$ cat config.mk
export PLATFORM = sky130hd
export DESIGN_NAME = barrel_shift_sel
export DESIGN_NICKNAME = d
export VERILOG_FILES = /design/src/rtl/barrel_shift_sel.sv
export SDC_FILE = /design/constraint.sdc
export NUM_CORES = 1
export LEC_CHECK = 0
export CORE_MARGIN = 2
export CORE_UTILIZATION = 28
export DETAILED_ROUTE_END_ITERATION = 16
export GPL_TIMING_DRIVEN = 0
export PLACE_DENSITY_LB_ADDON = 0.08
export SLEW_MARGIN = 20
export SYNTH_ARGS = -nofsm -noshare
export SYNTH_HDL_FRONTEND = slang
export SYNTH_SLANG_ARGS = --single-unit
$ cat constraint.sdc
create_clock -name clk -period 0.8 [get_ports clk]
set_input_delay 0.16 -clock clk [delete_from_list [all_inputs] [get_ports clk]]
set_output_delay 0.16 -clock clk [all_outputs]
set_load 0.02 [all_outputs]
$ cat src/rtl/barrel_shift_sel.sv
// 32-bit SLL/SRL log shifter (16/8/4/2/1 stages); rotate option via BARREL_SHIFT_ROTATE_EN.
// Latency 1 cycle (registered output); no backpressure, the register updates every cycle.
module barrel_shift_sel (
   input  logic        clk,
   input  logic        rst_n,
   input  logic [4:0]  shift_amnt,
   input  logic        L_R,
   input  logic [31:0] shift_str,
`ifdef BARREL_SHIFT_ROTATE_EN
   input  logic        rot,
`endif
   output logic [31:0] shifted_str
);

   logic        rot_en;
   logic [5:0][31:0] stage_w;
   logic [31:0] shifted_d;
   logic [31:0] shifted_q;

`ifdef BARREL_SHIFT_ROTATE_EN
   assign rot_en = rot;
`else
   assign rot_en = 1'b0;
`endif

   assign stage_w[0] = shift_str;

   // Stage i shifts by 2^(4-i); bits falling off one end re-enter the other only when rotating.
   for (genvar i = 0; i < 5; i++) begin : g_stage
      localparam int K = 4 - i;
      localparam int S = 1 << K;

      logic [S-1:0]  lo_bits;
      logic [S-1:0]  hi_bits;
      logic [S-1:0]  fill_r;
      logic [S-1:0]  fill_l;
      logic [31:0]   r_val;
      logic [31:0]   l_val;

      assign lo_bits = stage_w[i][S-1:0];
      assign hi_bits = stage_w[i][31:32-S];
      assign fill_r  = rot_en ? lo_bits : {S{1'b0}};
      assign fill_l  = rot_en ? hi_bits : {S{1'b0}};
      assign r_val   = {fill_r, stage_w[i][31:S]};
      assign l_val   = {stage_w[i][31-S:0], fill_l};

      assign stage_w[i+1] = !shift_amnt[K] ? stage_w[i] :
                            (L_R ? r_val : l_val);
   end

   assign shifted_d = stage_w[5];

   always_ff @(posedge clk or negedge rst_n) begin
      if (!rst_n) begin
         shifted_q <= 32'h0000_0000;
      end else begin
         shifted_q <= shifted_d;
      end
   end

   assign shifted_str = shifted_q;

endmodule

* Word-level counts from Yosys, hierarchy flattened *
Index checks and enable logic that the tools add are counted.
Widths: inputs -> output; s select.

storage, ports and cells
  register bits = 32
  input bits = 40
  output and inout bits = 32
  word-level logic and storage cells = 11

operators by class
  muxes and demuxes = 10

operator list
  kind     number
  $mux 32  10

* Depth between registers and ports, before layout *
  depth after elaboration = 10
  mapped depth = 11
  depth with buffers taken out = 6

* Worst setup path before layout *
OpenSTA, ideal clock, no wires.

  path type = input-to-reg
  start = input L_R
  end = register shifted_q[23], in the netlist shifted_str[23]
  setup time = 0.131 ns
  arrival = 1.822 ns
  data required time = 0.669 ns
  setup slack = -1.154 ns
  stages on the path = 7
  buffers on the path = 1
  path through = buf_6 > mux2_1 > a221o_2 > a22o_1 > a211oi_2 > a21oi_1 > or3_1

on the way
  cells in the longest elaborated chain, start to end = 10

RTL lines
  item                  RTL line  source
  start, declared       7         input logic L_R,
  $mux 32               48        (L_R ? r_val : l_val);
  $mux 32               47        assign stage_w[i+1] = !shift_amnt[K] ? stage_w[i] :
  $mux 32               48
  $mux 32               47
  $mux 32               48
  $mux 32               47
  $mux 32               48
  $mux 32               47
  $mux 32               48
  $mux 32 (*)           47
  via shifted_d[23]     17        logic [31:0] shifted_d;
  end signal, assigned  57        shifted_q <= shifted_d;
  end, declared         18        logic [31:0] shifted_q;

Mark *: on every way through the listed nets, which the timed path passes. The rest lies on a longest branch.

* Final worst setup path *
  start = input L_R
  end = register shifted_q[15], in the netlist shifted_str[15]

Same word-level chain as after synthesis.

==> impl_metrics.env <==
export IMPL_outcome="complete, but fails checks"
export IMPL_violations="hold timing, setup timing"
export IMPL_first_iter_violations=766
export IMPL_worstSetupEndpointType="flop"
export IMPL_ir_drop_mv=0.7021
export IMPL_fp_coreArea_sq_mm=0.01664
export IMPL_p_per_area_mw_per_mm2=1166
export IMPL_antenna_found_initial=0
export IMPL_timing_max_cap_violations=0
export IMPL_h_tree_depth=2
export IMPL_design_final_nets=828
export IMPL_synth_top_cell_area_share_pct=16.70
export IMPL_largest_register_ffs=32
export IMPL_hold_violations=32
export IMPL_wl_mm=30.62
export IMPL_start_util_pct=28.81
export IMPL_crit_arrival_ns=2.11
export IMPL_synth_enable_flop_cells=0
export IMPL_drtPass1Iterations=5
export IMPL_num_fill_cells=1596
export IMPL_die_x_um=134.9
export IMPL_diodes=0
export IMPL_dp_hpwl_mm=22.48
export IMPL_avgSynthCellArea_sq_um=7.492
export IMPL_netlist_area_sq_mm=0.004795
export IMPL_ant_nets=0
export IMPL_finalSetupViolCount=64
export IMPL_min_period_over_period_pct=247.3
export IMPL_drv_slew=0
export IMPL_relSlewSlack_pct=52.73
export IMPL_finalCriticalPeriod_ns=1.978
export IMPL_first_global_vias=6444
export IMPL_cts_root_buf="clkbuf_16"
export IMPL_wl_per_cell_um=30.38
export IMPL_timing_final_ws_setup_ns=-1.178
export IMPL_hold_class="input pin to async pin"
export IMPL_grt_max_degree=33
export IMPL_synth_ff_type="dfrtp_1"
export IMPL_worst_hold_slack_ns=-0.06975
export IMPL_area_growth_pct=73.70
export IMPL_worstPathRequired_ns=0.93
export IMPL_place_area_sq_mm=0.006021
export IMPL_viasPerCell=6.558
export IMPL_gr_total_overflow=0
export IMPL_leakagePower_nw=3.156
export IMPL_cts_tree="yes"
export IMPL_synth_area_leaders="dfrtp_1, mux2i_1, a21oi_1, nor2_1, a211oi_1"
export IMPL_synthArstFlopShare_pct=100.0
export IMPL_post_place_ws_ns=-2.427
export IMPL_ys_ff_latch=32
export IMPL_critical_path_class="input pin to flop"
export IMPL_grt_first_pass_wirelength_mm=44.16
export IMPL_fin_area_sq_mm=0.008328
export IMPL_worst_pin_slew_ns=0.7091
export IMPL_clock_sinks=32
export IMPL_crit_fanout=7
export IMPL_vias=6610
export IMPL_syn_instance_count=640
export IMPL_clk_pin_slew_worst_paths_ns=0.05
export IMPL_synth_area_leader_cell="dfrtp_1"
export IMPL_place_congestion=1.011
export IMPL_cts_buffers=5
export IMPL_drc=0
export IMPL_grt_usage_pct=32.92
export IMPL_ys_warn_count=0
export IMPL_port_buffers=66
export IMPL_fmax_ghz=0.5055
export IMPL_rsz0062_at_grt="yes"
export IMPL_cts_buffer_depth=2
export IMPL_synth_nets=680
export IMPL_dieArea_sq_mm=0.01819
export IMPL_io_pins=72
export IMPL_synth_cell_type_count=72
export IMPL_fp_dieH_um=134.9
export IMPL_final_layout_size_suffix_gt1_share_pct=53.05
export IMPL_startpoint_type="input pin"
export IMPL_seq_area_frac_synth_pct=16.70
export IMPL_rows=47
## per-layer routing
| metal | wire length [um] | vias up | global-route usage [%] |
|---|---|---|---|
| met5 | 0 | - | 0 |
| met4 | 1930 | 0 | 18.89 |
| met3 | 2560 | 118 | 4.580 |
| met2 | 13740 | 492 | 51.33 |
| met1 | 12390 | 3201 | 43.55 |
| li1 | - | 2799 | - |
## cell usage after synthesis (4+ instances only)
library cell,instances
a211o_1,5
a211oi_1,26
a211oi_2,4
a21o_1,5
a21oi_1,54
a221o_1,5
a221oi_1,9
a22oi_1,6
a2bb2oi_1,4
a311oi_1,7
a31oi_1,7
and2_1,8
buf_1,4
buf_2,25
buf_6,6
clkbuf_1,30
dfrtp_1,32
inv_1,5
mux2_1,5
mux2_2,8
mux2_4,4
mux2i_1,34
nand2_1,37
nand2b_1,18
nand3_1,19
nand3b_1,4
nor2_1,65
nor2b_1,7
nor3_1,26
nor3b_1,8
nor4bb_1,10
o211ai_1,12
o21ai_0,38
o21ai_1,6
o221ai_1,13
o22ai_1,7
o31ai_1,9
o32ai_1,6
or3b_2,4
## critical path, stage by stage
cell	delay, ns
buf_12	0.12
buf_12	0.14
mux2_4	0.30
a221o_2	0.43
a222oi_1	0.47
o221ai_1	0.24
nor2_1	0.18
a211oi_2	0.05
## placed cells by master (no fill, tap or decap), types with 9 or more instances in the layout
cell type,n
dlygate4sd2_1,12
mux2_4,11
clkbuf_2,13
clkdlybuf4s15_2,11
o21ai_0,18
a211oi_2,17
clkbuf_8,9
nand3_1,19
buf_4,69
nand2_1,30
nor2_2,9
a211oi_1,9
nor3_1,16
a21oi_1,35
nor2_1,46
a21oi_2,12
buf_12,12
buf_6,59
nor2_4,10
o21ai_1,19
dfrtp_1,32
nand2b_1,15
mux2i_1,23
o211ai_1,12
## metrics by stage
stage / cells / total power, mW / hold WS, ns / setup TNS (ns) / util [%]
5_1_grt: 1008 / 10.02 / -0.001252 / -38.32 / 50.04
4_1_cts: 992 / 9.192 / -0.03163 / -35.49 / 47.02
6_report: 1008 / 9.713 / -0.06975 / -35.97 / 50.04
3_3_place_gp: 926 / 6.077 / 0.6486 / -109.74 / 36.21
2_1_floorplan: 640 / 4.288 / -0.1356 / -30.62 / -
3_5_place_dp: 926 / 6.013 / 0.2595 / -76.58 / 36.18
## cell families (layout without fill, tap and decap cells)
logic type	after synthesis	count (layout)	synth area share, %
buf+inv	75	223	7.698
mux	54	54	12.81
simple gates	226	226	25.03
compound gates	253	253	37.76
flops	32	32	16.70
## worst paths after layout
check	slack, ns	start	depth (start not counted)	to
max in group asynchronous	0.40	rst_n	1	shifted_str[6]
hold / removal	-0.07	rst_n	1	shifted_str[25]
setup / recovery	-1.18	L_R	8	shifted_str[15]
min in group clk	0.35	shift_str[31]	5	shifted_str[31]
## cell type report
class | count | area (sq um) | share of cell area, %
buffer | 67 | 724.4 | 8.699
multi-input combinational | 533 | 4975 | 59.74
tap | 220 | 275.3 | 3.305
inverter | 7 | 45.04 | 0.5409
sequential | 32 | 800.8 | 9.615
timing repair buffer | 142 | 1355 | 16.27
clock buffer | 7 | 152.6 | 1.833
## repair_timing
item                                    in CTS  in global routing
hold endpoints to repair                    32                  5
buffers inserted                            58                 20
endpoints found under the setup margin      64                 64
pin swaps                                   66                 47
cloned                                       3                  0
gates resized for setup                    532                 91
## report_power, final
part	leakage, nW	internal, mW	switching, mW
sequential	0.392	1.82	0.0863
combinational	2.69	2.51	3.31
clock	0.0760	1.30	0.678
total	3.16	5.64	4.08
(Power assumes the default switching activity.)
